<file path="src/rtl/cdb_arbiter_if.sv">
// cdb_arbiter_if: request/grant and broadcast signals of the common data bus
interface cdb_arbiter_if #(
  parameter int NUM_REQ = 6,
  parameter int DATA_W  = 32,
  parameter int TAG_W   = 3
);
  logic [NUM_REQ-1:0]        req;
  logic [NUM_REQ*DATA_W-1:0] req_data;
  logic [NUM_REQ-1:0]        gnt;
  logic                      cdb_valid;
  logic [TAG_W-1:0]          cdb_tag;
  logic [DATA_W-1:0]         cdb_data;
  logic                      cdb_stall;
  logic [15:0]               conflict_cnt;
  modport master (output req, req_data, cdb_stall, input gnt, cdb_valid, cdb_tag, cdb_data, conflict_cnt);
  modport slave  (input req, req_data, cdb_stall, output gnt, cdb_valid, cdb_tag, cdb_data, conflict_cnt);
endinterface

</file>
<file path="src/rtl/cdb_arbiter.sv">
// cdb_arbiter: round-robin arbiter registering one station result per cycle onto the CDB
module cdb_arbiter #(
  parameter int NUM_REQ = 6,
  parameter int DATA_W  = 32,
  parameter int TAG_W   = 3
) (
  input logic          CLK,
  input logic          RST,
  cdb_arbiter_if.slave bus
);
  localparam logic [TAG_W-1:0] LAST = TAG_W'(NUM_REQ - 1);
  logic                valid_q, valid_d;
  logic [TAG_W-1:0]    tag_q, tag_d, rr_q, rr_d, ptr, j, sel;
  logic [DATA_W-1:0]   data_q, data_d;
  logic [15:0]         cnt_q, cnt_d;
  logic                hit, hold, grant;
  logic [DATA_W-1:0]   rd [NUM_REQ];
  for (genvar i = 0; i < NUM_REQ; i++) begin : g_rd
    assign rd[i] = bus.req_data[i*DATA_W +: DATA_W];
  end
  // first requester at or after the round-robin pointer, wrapping; stray pointer values restart at 0
  always_comb begin
    ptr = (rr_q > LAST) ? '0 : rr_q;
    j   = ptr;
    hit = 1'b0;
    sel = '0;
    for (int k = 0; k < NUM_REQ; k++) begin
      if (!hit && bus.req[j]) begin
        hit = 1'b1;
        sel = j;
      end
      j = (j == LAST) ? '0 : j + 1'b1;
    end
  end
  // a stalled valid broadcast blocks the slot; otherwise a grant loads it or the bus goes idle
  always_comb begin
    hold    = valid_q && bus.cdb_stall;
    grant   = !RST && !hold && hit;
    valid_d = grant || hold;
    tag_d   = grant ? sel : hold ? tag_q : '1;
    data_d  = grant ? rd[sel] : data_q;
    rr_d    = grant ? ((sel == LAST) ? '0 : sel + 1'b1) : rr_q;
    cnt_d   = (grant && $countones(bus.req) >= 2 && cnt_q != 16'hFFFF) ? cnt_q + 16'd1 : cnt_q;
  end
  // broadcast, pointer and conflict counter registers
  always_ff @(posedge CLK) begin
    if (RST) begin
      valid_q <= 1'b0;
      tag_q   <= '1;
      data_q  <= '0;
      rr_q    <= '0;
      cnt_q   <= '0;
    end else begin
      valid_q <= valid_d;
      tag_q   <= tag_d;
      data_q  <= data_d;
      rr_q    <= rr_d;
      cnt_q   <= cnt_d;
    end
  end
  assign bus.gnt          = grant ? NUM_REQ'(1) << sel : '0;
  assign bus.cdb_valid    = valid_q;
  assign bus.cdb_tag      = tag_q;
  assign bus.cdb_data     = data_q;
  assign bus.conflict_cnt = cnt_q;
endmodule
</file>
<file path="src/flat_wrapper.sv">
// flat-port wrapper written by rule: the top's interface ports become plain ports
module cdb_arbiter_flat 
#(
  parameter int NUM_REQ = 6,
  parameter int DATA_W  = 32,
  parameter int TAG_W   = 3
)
  (CLK, RST, bus_req, bus_req_data, bus_cdb_stall, bus_gnt, bus_cdb_valid, bus_cdb_tag, bus_cdb_data, bus_conflict_cnt);
  cdb_arbiter_if #(.NUM_REQ(NUM_REQ), .DATA_W(DATA_W), .TAG_W(TAG_W)) bus_i ();
  input logic CLK;
  input logic RST;
  input wire logic [$bits(bus_i.req)-1:0] bus_req;
  input wire logic [$bits(bus_i.req_data)-1:0] bus_req_data;
  input wire logic [$bits(bus_i.cdb_stall)-1:0] bus_cdb_stall;
  output wire logic [$bits(bus_i.gnt)-1:0] bus_gnt;
  output wire logic [$bits(bus_i.cdb_valid)-1:0] bus_cdb_valid;
  output wire logic [$bits(bus_i.cdb_tag)-1:0] bus_cdb_tag;
  output wire logic [$bits(bus_i.cdb_data)-1:0] bus_cdb_data;
  output wire logic [$bits(bus_i.conflict_cnt)-1:0] bus_conflict_cnt;
  assign bus_i.req = bus_req;
  assign bus_i.req_data = bus_req_data;
  assign bus_i.cdb_stall = bus_cdb_stall;
  assign bus_gnt = bus_i.gnt;
  assign bus_cdb_valid = bus_i.cdb_valid;
  assign bus_cdb_tag = bus_i.cdb_tag;
  assign bus_cdb_data = bus_i.cdb_data;
  assign bus_conflict_cnt = bus_i.conflict_cnt;
  cdb_arbiter #(.NUM_REQ(NUM_REQ), .DATA_W(DATA_W), .TAG_W(TAG_W)) u_core (.CLK(CLK), .RST(RST), .bus(bus_i));
endmodule
</file>
<file path="config.mk">
export PLATFORM = sky130hd
export DESIGN_NAME = cdb_arbiter_flat
export DESIGN_NICKNAME = d
export VERILOG_FILES = /design/src/rtl/cdb_arbiter_if.sv /design/src/rtl/cdb_arbiter.sv /design/src/flat_wrapper.sv
export SDC_FILE = /design/constraint.sdc
export NUM_CORES = 1
export LEC_CHECK = 0
export CORE_MARGIN = 5
export CORE_UTILIZATION = 39
export DETAILED_ROUTE_END_ITERATION = 8
export GPL_TIMING_DRIVEN = 1
export PLACE_DENSITY = 0.82
export SLEW_MARGIN = 40
export SYNTH_ARGS = -nofsm -noshare
export SYNTH_HDL_FRONTEND = slang
export SYNTH_SLANG_ARGS = --single-unit
</file>
<file path="constraint.sdc">
create_clock -name CLK -period 5.6 [get_ports CLK]
set_input_delay 1.12 -clock CLK [delete_from_list [all_inputs] [get_ports CLK]]
set_output_delay 1.12 -clock CLK [all_outputs]
set_load 0.02 [all_outputs]
</file>
* Yosys cells after proc, flatten, opt, wreduce, memory -nomap -nowiden
Cells that the tools add are included.
** Word-level totals
- Bits in registers :: 55
- Latch bits :: 0
- RAM bits :: 0
- Bits in read-only memories :: 0
- Bits of input ports :: 201
- Output and inout bits :: 58
- Logic and storage cells :: 91
- Memories kept :: 0
** Cells by class
- Add/sub/neg operators :: 12
- $mul :: 0
- Div/mod/pow operators :: 0
- Order comparisons :: 9
- Equality and inequality tests :: 8
- Shifts and indexed selects :: 1
- Muxes and demuxes :: 37
- Bitwise operators :: 1
- Reductions and logical operators :: 18
** Operators by type and width (count)
- $bmux W32 S3 :: 1
- $add A32 B32 Y32 :: 2
- $mux W32 :: 2
- $mux W3 :: 15
- $ge A32 B3 Y1 const B :: 1
- $lt A3 B4 Y1 const B :: 6
- $add A3 B1 Y3 const B :: 6
- $bmux W1 S3 :: 6
- $eq A3 B3 Y1 const B :: 6
- $add A16 B1 Y16 const B :: 1
- $ne A16 B16 Y1 const B :: 1
- $mux W1 :: 12
- $logic_and A1 B1 Y1 :: 10
- $logic_not A1 Y1 :: 7
- $add A1 B1 Y2 :: 3
- $mux W6 :: 1
- $shl A1 B3 Y6 const A :: 1
- $ge A4 B4 Y1 const B :: 1
- $not A3 Y4 :: 1
- $gt A3 B3 Y1 const B :: 1
- $ne A2 B2 Y1 const B :: 1
- $logic_or A1 B1 Y1 :: 1

* Depth between registers and ports, before layout
Gate-level depths: netlist of run 1.
- Depth after elaboration :: 24
- Mapped depth :: 17
- Mapped depth without buffers :: 12

* Worst setup path after synthesis of run 1
OpenSTA, ideal clock, no wires.
- Path type :: input to output
- Start :: input port bus_req[5]
- End :: output port bus_gnt[2]
- Data arrival time :: 3654 ps
- Data required time :: 4480 ps
- Path slack :: 826 ps
- Stages on the path :: 10
- Buffers on the path :: 3
- Cells stage by stage :: and3_1 o32a_4 or4_1 buf_2 a211oi_2 a22oi_2 or3_1 buf_6 buf_6 nor2b_1
** Between the ends
- Word-level cells in the longest chain between the ends :: 20
- Elaborated cells on any way between the ends :: 37
- Those cells by class :: shift: 1; mux: 25; reduce/logical: 11
** Ends and longest elaborated chain
- start, declared :: line flat_wrapper.sv:12 : input wire logic [$bits(bus_i.req)-1:0] bus_req;
- $bmux W1 S3 :: line cdb_arbiter.sv:28 : if (!hit && bus.req[j]) begin
- $mux W1 (implied by the code) :: line cdb_arbiter.sv:28
- $mux W1 :: line cdb_arbiter.sv:28
- $logic_not A1 Y1 :: line cdb_arbiter.sv:28
- $logic_and A1 B1 Y1 :: line cdb_arbiter.sv:28
- $mux W1 :: line cdb_arbiter.sv:28
- $logic_not A1 Y1 :: line cdb_arbiter.sv:28
- $logic_and A1 B1 Y1 :: line cdb_arbiter.sv:28
- [4 not listed]
- $logic_not A1 Y1 :: line cdb_arbiter.sv:28
- $logic_and A1 B1 Y1 :: line cdb_arbiter.sv:28
- $mux W1 :: line cdb_arbiter.sv:28
- $logic_not A1 Y1 :: line cdb_arbiter.sv:28
- $logic_and A1 B1 Y1 :: line cdb_arbiter.sv:28
- $mux W3 or $mux W1 (tied branches) :: line cdb_arbiter.sv:28
- $shl A1 B3 Y6 or $logic_and A1 B1 Y1 (tied branches) :: line cdb_arbiter.sv:61, cdb_arbiter.sv:38
- $mux W6 * :: line cdb_arbiter.sv:61 : assign bus.gnt = grant ? NUM_REQ'(1) << sel : '0;
- end, declared :: line flat_wrapper.sv:15 : output wire logic [$bits(bus_i.gnt)-1:0] bus_gnt;
Mark *: on every way between the ends. The rest lies on a longest branch, timed or not. The select of a mux whose other input is x is not followed.

* Worst setup path in the final report of run 1
- Start :: input port bus_req[4]
- End :: output port bus_gnt[1]
Same word-level chain as after synthesis.

==> metrics.md, run 1 <==
| Metric | Value |
|---|---|
| Result of the run | finished, final reports clean |
| Vias in the first global route | 5093 |
| Slew at the pin closest to its max-slew limit | 616 ps |
| Final setup viols | 0 |
| Horizontal die dimension | 118 um |
| Asr flop ratio synth | 0% |
| Arrival @ worst endpoint | 4360 ps |
| Weighted congestion at the end of routability-driven global placement | 0.898 |
| Antenna violation net count after detailed routing | 0 |
| Starting utilization of the core area | 39.8% |
| Switching part of the total power | between 40 and 50% |
| Total leakage power | 3.00 nW |
| Post-synthesis share of cell area spent on and, or, nand and nor gates | 14.8% |
| Clk_lat worst skew | 290 ps |
| Residual DRC count | 0 |
| CTS HTree Levels | 2 |
| Part of the total power dissipated in combinational logic | 75.1% |
| Placed Cells | 896 |
| Clock transition at the registers of the reported paths | 70 ps |
| Buffering stage count on the worst path with inverters included | 5 |
| Routed len/inst | roughly 19 um |
| Number of rows created at floorplan | 39 |
| CTS sink count | 55 |
| Count of different cell masters after synthesis | between 60 and 70 |
| Detailed Route WL | 17600 um |
| Crit path required time | 4480 ps |
| Type of the worst setup path | input pin to output port |
| Leading cell type in the layout, fill and taps excluded | sky130_fd_sc_hd__clkdlybuf4s50_1 |
| Switching power | ~1.7 mW |
| RSZ-0062 raised after global routing | no |
| Area fraction in compound gates after synthesis | 24.9% |
| Core area | 11400 um^2 |
| Maximum number of pins on one net before global-route repair | 36 |
| HP Class | flip-flop to flip-flop |
| Hold Violations, Final | 0 |
| Share of synthesized cell area in full adder, half adder and majority cells | 3.63% |
| Final clock period utilization by the worst path | 97.9% |
| Final period demand of the worst path | 5480 ps |
| Critical Path Source Type | input pin |
| Top library cells by usage in the layout, fill and taps aside | sky130_fd_sc_hd__clkdlybuf4s50_1 (254), sky130_fd_sc_hd__mux2i_1 (104), sky130_fd_sc_hd__dfxtp_1 (55), sky130_fd_sc_hd__nand2_1 (47), sky130_fd_sc_hd__buf_4 (35) |
| Fraction of power consumed by sequential logic | 15.3% |
| Total die area | between 10000 and 15000 um^2 |
| Number of standard cells in the final layout excluding fillers | 905 |
| Number of maximum-capacitance violations | 0 |
| Maximum fanout count along the critical path | 5 |
| Count of flip-flops with a built-in enable after synthesis | 0 |
| Port-buffer cells | 258 |
| Post-synthesis share of cell area spent on xor and xnor gates | 2.70% |
| Post-CTS setup repair buffer count | 0 |
| Layout overhead on the synthesized area | 66.3% |
| Total gr overflow | 0 |
| CTS tree | yes |
| Synth Flop Type | sky130_fd_sc_hd__dfxtp_1 |
| Proportion of synthesized chip area in sequential cells | about a quarter |
| Final slew viol count | 0 |
| Clock power frac | 9.6% |
| First-pass GRT wire length | 27500 um |
| Number of nets produced by synthesis | 712 |
| Sort of element at the end of the critical path | output port |
| Internal power of the cells | 2.10 mW |
| Fraction of final layout cells with drive strength greater than 1 | 11.6% |
| Total of flip-flops plus latches after synthesis | 55 |
| CP max-delay cell | sky130_fd_sc_hd__clkdlybuf4s50_1 |
| Avg Synthesized Cell Area | 9.11 um^2 |
| Number of hold buffers added after CTS | 0 |
| Total chip power | 3.84 mW |
| Global routing usage summed across all routing layers | 24.0% |
| Count of routing violations after the opening detailed-route iteration | 328 |
| Total via count after detailed routing | between 4000 and 5000 |
| Iteration count of the initial detailed-routing pass | 5 |
| Maximum root-to-sink buffer count | 2 |
| Combined area of all synthesized cells | 4550 um^2 |
| Cell count after synthesis | between 400 and 500 |
| Antenna violations before repair | 1 |
| Critical Path, Cell by Cell | clkdlybuf4s50_1 -> inv_1 -> buf_4 -> o41a_1 -> o21ai_0 -> a21oi_1 -> or3_1 -> a221o_4 -> buf_4 -> nor2b_1 -> and2_1 -> clkdlybuf4s50_1 |
| Net count, final | 973 |
| Total clock buffers created by CTS | 5 |
| Share of synthesized area spent on multiplexers | 23.9% |
| DR vias/cell | 5.40 |
| Boundary Pins | 259 |
| Total half-perimeter wirelength after legalization and detailed placement | 14500 um |
| Warnings from Yosys | 0 |
| Slew HR | 58.9% |
| Final design utilization | 66.2% |
| Slowest Stage Delay on Critical Path | 620 ps |
| Cell chosen for the clock root | sky130_fd_sc_hd__clkbuf_16 |
| CP delay by family, top | buffers and inverters |
| Vertical die dimension | 118 um |
| Maximum clock frequency | ~0.18 GHz |
| VDD IR max | 0.407 mV |
| Total power per unit cell area | just over 500 nW/um^2 |
| Fin Hold WS | 500 ps |
| Worst Clk Skew | about 6.3 ps |
| Dominant combinational cell family by area after synthesis | compound AO/OA/AOI/OAI gates |
-- sequential cells by signal, summed over array words and instances, names as in the netlist --
register	flops
u_core.rr_q	3
u_core.bus.conflict_cnt	16
u_core.bus.cdb_tag	3
u_core.bus.cdb_data	32
u_core.bus.cdb_valid	1
-- stage by stage --
stage	worst slack, ps	instance area [um^2]	TNS, ps
floorplan	826	4550	0
global placement	34.0	7370	0
detailed placement	-22.3	7370	-44.5
CTS	81.0	7540	0
global route	20.0	7560	0
finish	119	7560	0
-- cell usage after synthesis, types with 11 or more instances --
master	n	area, um^2
sky130_fd_sc_hd__mux2i_1	105	1050
sky130_fd_sc_hd__dfxtp_1	55	1100
sky130_fd_sc_hd__nand2_1	47	176
sky130_fd_sc_hd__nor2_1	33	124
sky130_fd_sc_hd__o21bai_1	33	248
sky130_fd_sc_hd__o221ai_2	28	420
sky130_fd_sc_hd__buf_2	16	80.1
sky130_fd_sc_hd__and3_1	15	93.8
sky130_fd_sc_hd__clkbuf_1	13	48.8
sky130_fd_sc_hd__inv_1	13	48.8
sky130_fd_sc_hd__a21oi_1	11	55.1
-- final cells by class --
type                            instances  area (um^2)
Tap cell                              143          179
Fill cell                             967         3850
Antenna cell                            1         2.50
Multi-Input combinational cell        392         3210
Clock buffer                            6          139
Timing Repair Buffer                  293         2850
Clock inverter                          2         35.0
Sequential cell                        55         1100
Inverter                               13         48.8
-- logic make-up (layout without fill, tap and decap cells) --
kind of cell    Yosys count  in the layout
other cells               0              1
buf+inv                  52            314
compound gates          119            119
fa+ha+maj                12             12
simple gates            140            140
flops                    55             55
mux                     107            107
xor+xnor                 14             14
-- routing by layer --
| metal | global-route usage [%] | share of wire (%) | up-vias |
|---|---|---|---|
| li1 | - | - | 2381 |
| met1 | 27.8 | 39 | 2289 |
| met2 | 42.6 | 51 | 188 |
| met3 | 6.30 | 6.8 | 32 |
| met4 | 8.39 | 3.0 | 0 |
| met5 | 0 | 0 | - |
-- path summary, 6_finish.rpt --
check | end | slack, ps | startpoint | cells after the start
setup / recovery | bus_gnt[1] | 120 | bus_req[4] | 12
hold / removal | u_core.bus.cdb_tag[0]$_SDFFE_PP1P_ | 500 | u_core.bus.cdb_tag[0]$_SDFFE_PP1P_ | 2
setup reg to reg | u_core.bus.cdb_data[28]$_SDFFE_PP0P_ | 1480 | u_core.rr_q[2]$_SDFFE_PP0P_ | 14
hold reg to reg | u_core.bus.cdb_tag[0]$_SDFFE_PP1P_ | 500 | u_core.bus.cdb_tag[0]$_SDFFE_PP1P_ | 2
-- timing repair --
action	in CTS	in global routing
setup endpoints to repair	3	3
hold endpoints to repair	0	0
gates resized for setup	3	4
-- power by group through the flow --
stage               Clock [mW]  Sequential (mW)  Combinational, mW
floorplan                    0            0.707               1.92
global placement             0            0.588               2.83
detailed placement           0            0.591               2.88
CTS                      0.376            0.587               2.88
global route             0.395            0.601               3.11
finish                   0.368            0.588               2.89
-- worst reg2reg max path: stages, from the launching register on --
cell and delay, ps:
sky130_fd_sc_hd__dfxtp_1 330, sky130_fd_sc_hd__inv_1 70, sky130_fd_sc_hd__ha_1 530, sky130_fd_sc_hd__mux2i_1 300, sky130_fd_sc_hd__buf_4 140, sky130_fd_sc_hd__nand2_1 40, sky130_fd_sc_hd__and3_1 210, sky130_fd_sc_hd__or4_4 560
sky130_fd_sc_hd__o31a_1 350, sky130_fd_sc_hd__o22ai_4 200, sky130_fd_sc_hd__buf_4 170, sky130_fd_sc_hd__buf_4 430, sky130_fd_sc_hd__mux2i_1 370, sky130_fd_sc_hd__o221ai_2 120, sky130_fd_sc_hd__o21bai_1 170
No activity file was read; power rests on OpenSTA's default activity.
==> inputs of run 2 (changes only) <==
- CORE_UTILIZATION: 39 -> 35
- PLACE_DENSITY: 0.82 -> 0.75
- SLEW_MARGIN: 40 -> unset
==> metrics.md, run 2 (synthesis gave the netlist of run 1 again) <==
| Metric | Value |
|---|---|
| Total chip power | 3.82 mW (-0.61%) |
| First-pass GRT wire length | 27500 um (about the same) |
| Final period demand of the worst path | 5470 ps (-14.6 ps) |
| Vias in the first global route | 5187 (+1.8%) |
| HP Class | flip-flop to flip-flop |
| Final design utilization | 59.8% (-6.5 points) |
| Horizontal die dimension | 124 um (+5.1%) |
| Layout overhead on the synthesized area | 66.5% |
| Weighted congestion at the end of routability-driven global placement | 0.888 (-1.1%) |
| Fin Hold WS | 482 ps (-17.5 ps) |
| Antenna violations before repair | 0 (-1) |
| Sort of element at the end of the critical path | output port |
| Total gr overflow | 0 (unchanged) |
| Slowest Stage Delay on Critical Path | 640 ps (+20 ps) |
| Boundary Pins | 259 (unchanged) |
| Final TNS setup | 0 ps (unchanged) |
| CP max-delay cell | sky130_fd_sc_hd__clkdlybuf4s50_1 |
| Total leakage power | 3.02 nW (+0.69%) |
| Register-to-register setup slack | 1080 ps (-400 ps) |
| Total die area | 15400 um^2 (+10%) |
| Layout filler cell count | 1157 (+20%) |
| Final slew viol count | 0 (unchanged) |
| Buffering stage count on the worst path with inverters included | 3 (-2) |
| Clock transition at the registers of the reported paths | 70 ps (about the same) |
| Min setup slack post-route | 134 ps (+14.6 ps) |
| Worst Clk Skew | 8.05 ps (+1.73 ps) |
| Type of the worst setup path | input pin to output port |
| Routed len/inst | 19.6 um (+0.33%) |
| Global routing usage summed across all routing layers | 22.9% (-1.1 points) |
| Maximum number of pins on one net before global-route repair | 52 (+44%) |
| Number of diodes added for antenna fixing | 0 (-1) |
| Vertical die dimension | 124 um (+5.1%) |
| Starting utilization of the core area | 35.9% (-3.9 points) |
| CTS sink count | 55 (unchanged) |
| Number of maximum-capacitance violations | 0 (unchanged) |
| Gr busiest metal | met2 |
| Core area | 12700 um^2 (+11%) |
| Net count, final | 976 (+0.31%) |
| Iteration count of the initial detailed-routing pass | 4 (-1) |
| Maximum clock frequency | 0.183 GHz (+0.27%) |
| Fraction of final layout cells with drive strength greater than 1 | 11.3% (-0.31 points) |
| Number of flip-flops in the largest register | 32 (unchanged) |
| Pre-CTS worst setup slack | 16.4 ps (+38.8 ps) |
| Design Area, Final | 7570 um^2 (+0.15%) |
| Number of standard cells in the final layout excluding fillers | 936 (+3.4%) |
| Cell chosen for the clock root | sky130_fd_sc_hd__clkbuf_16 |
| Port-buffer cells | 258 (unchanged) |
| Result of the run | finished, final reports clean |
| Final setup viols | 0 (unchanged) |
| Total power per unit cell area | 504 nW/um^2 (-0.76%) |
| Met1 usage in global routing | 27.8% (about the same) |
| Critical Path, Cell by Cell | clkdlybuf4s50_1 -> and3_1 -> o32a_4 -> or4_1 -> a211o_1 -> a22oi_2 -> buf_4 -> nand2_2 -> nor2_1 -> clkdlybuf4s50_1 |
| Most frequent CP cell | sky130_fd_sc_hd__clkdlybuf4s50_1 |
| Total clock buffers created by CTS | 5 (unchanged) |
| CP delay by family, top | buffers and inverters |
| Residual DRC count | 0 (unchanged) |
| Register area | 1100 um^2 (unchanged) |
| Detailed Route WL | 18300 um (+3.8%) |
| Met3 Use GR | 5.99% (-0.30 points) |
| Final clock period utilization by the worst path | 97.6% (-0.26 points) |
| RSZ-0062 raised after global routing | no |
| Placed Cells | 928 (+3.6%) |
| Slew at the pin closest to its max-slew limit | 889 ps (+273 ps) |
| Met2 global-route usage | 39.4% (-3.2 points) |
| VDD IR max | 0.548 mV (+34%) |
| DR vias/cell | 5.26 (-2.6%) |
| CTS HTree Levels | 2 (unchanged) |
| Antenna violation net count after detailed routing | 0 (unchanged) |
| Arrival @ worst endpoint | 4350 ps (about the same) |
| Top library cells by usage in the layout, fill and taps aside | sky130_fd_sc_hd__clkdlybuf4s50_1 (253), sky130_fd_sc_hd__mux2i_1 (105), sky130_fd_sc_hd__dfxtp_1 (55), sky130_fd_sc_hd__nand2_1 (47), sky130_fd_sc_hd__buf_4 (38) |
| Count of routing violations after the opening detailed-route iteration | 255 (-22%) |
| Hold Violations, Final | 0 (unchanged) |
| Clk_lat worst skew | 290 ps (about the same) |
| Number of hold buffers added after CTS | 0 (unchanged) |
| Total via count after detailed routing | 4924 (+0.70%) |
| CTS tree | yes |
| Maximum root-to-sink buffer count | 2 (unchanged) |
| Area of combinational cells with multiple inputs | 3200 um^2 (-0.47%) |
| Critical Path Source Type | input pin |
| Leading cell type in the layout, fill and taps excluded | sky130_fd_sc_hd__clkdlybuf4s50_1 |
| Total half-perimeter wirelength after legalization and detailed placement | 15100 um (+4.0%) |
| Maximum fanout count along the critical path | 5 (unchanged) |
| Crit path required time | 4480 ps (about the same) |
| Number of rows created at floorplan | 41 (+5.1%) |
| Area after DPL | 7430 um^2 (+0.80%) |
| Slew HR | 40.7% (-18 points) |
-- run 2: cell types whose count changed in the layout (fill, tap and decap cells not counted), sizes merged --
cell | before | now
clkdlybuf4s50 | 254 | 253
bufinv | 1 | 0
diode | 1 | 0
buf | 35 | 38
clkbuf | 6 | 7
dlymetal6s2s | 2 | 4
dlygate4sd2 | 2 | 1
-- run 2: final cells by class --
class / count / area share (%)
Tap cell: 172 / 2.84
Clock inverter: 1 / 0.0661
Timing Repair Buffer: 296 / 38.0
Sequential cell: 55 / 14.5
Inverter: 13 / 0.644
Clock buffer: 7 / 1.75
Multi-Input combinational cell: 392 / 42.2
-- run 2: repair_timing --
| item | CTS | global route |
|---|---|---|
| resized for setup | 1 | 4 |
| setup buffers | 0 | 0 |
| endpoints found under the setup margin | 1 | 4 |
| pin swaps | 0 | 0 |
| hold endpoints to repair | 0 | 0 |
-- run 2: path summary, 6_finish.rpt --
| check | endpoint | cells after the start | startpoint |
|---|---|---|---|
| worst max register to register | u_core.bus.cdb_data[25]$_SDFFE_PP0P_ | 15 | u_core.rr_q[2]$_SDFFE_PP0P_ |
| worst min register to register | u_core.bus.cdb_tag[0]$_SDFFE_PP1P_ | 2 | u_core.bus.cdb_tag[0]$_SDFFE_PP1P_ |
| worst min-delay path | u_core.bus.cdb_tag[0]$_SDFFE_PP1P_ | 2 | u_core.bus.cdb_tag[0]$_SDFFE_PP1P_ |
| worst max-delay path | bus_gnt[4] | 10 | bus_req[5] |
-- run 2: where the power goes --
group          internal (mW)  leakage [nW]  switching (mW)
logic                   1.37          2.50            1.55
clock network          0.166        0.0679           0.145
registers              0.519         0.454          0.0686
total                   2.06          3.02            1.76
-- run 2: worst reg2reg max path, delay by kind of cell (launching register included) --
family	cells	cell delay (ps)
adder cells (fa/ha/maj)	1	330
multiplexers	3	850
flip-flops	1	330
buffers and inverters	5	1350
AND/OR/NAND/NOR	2	840
AO/OA/AOI/OAI	4	710
-- run 2: per-layer routing --
| metal | routed length, um | part of all wire [%] | vias to the layer above |
|---|---|---|---|
| met5 | 0 | 0 | - |
| met4 | 623 | 3.4 | 0 |
| met3 | 1190 | 6.5 | 37 |
| met2 | 9220 | 50 | 181 |
| met1 | 7280 | 40 | 2331 |
| li1 | - | - | 2375 |
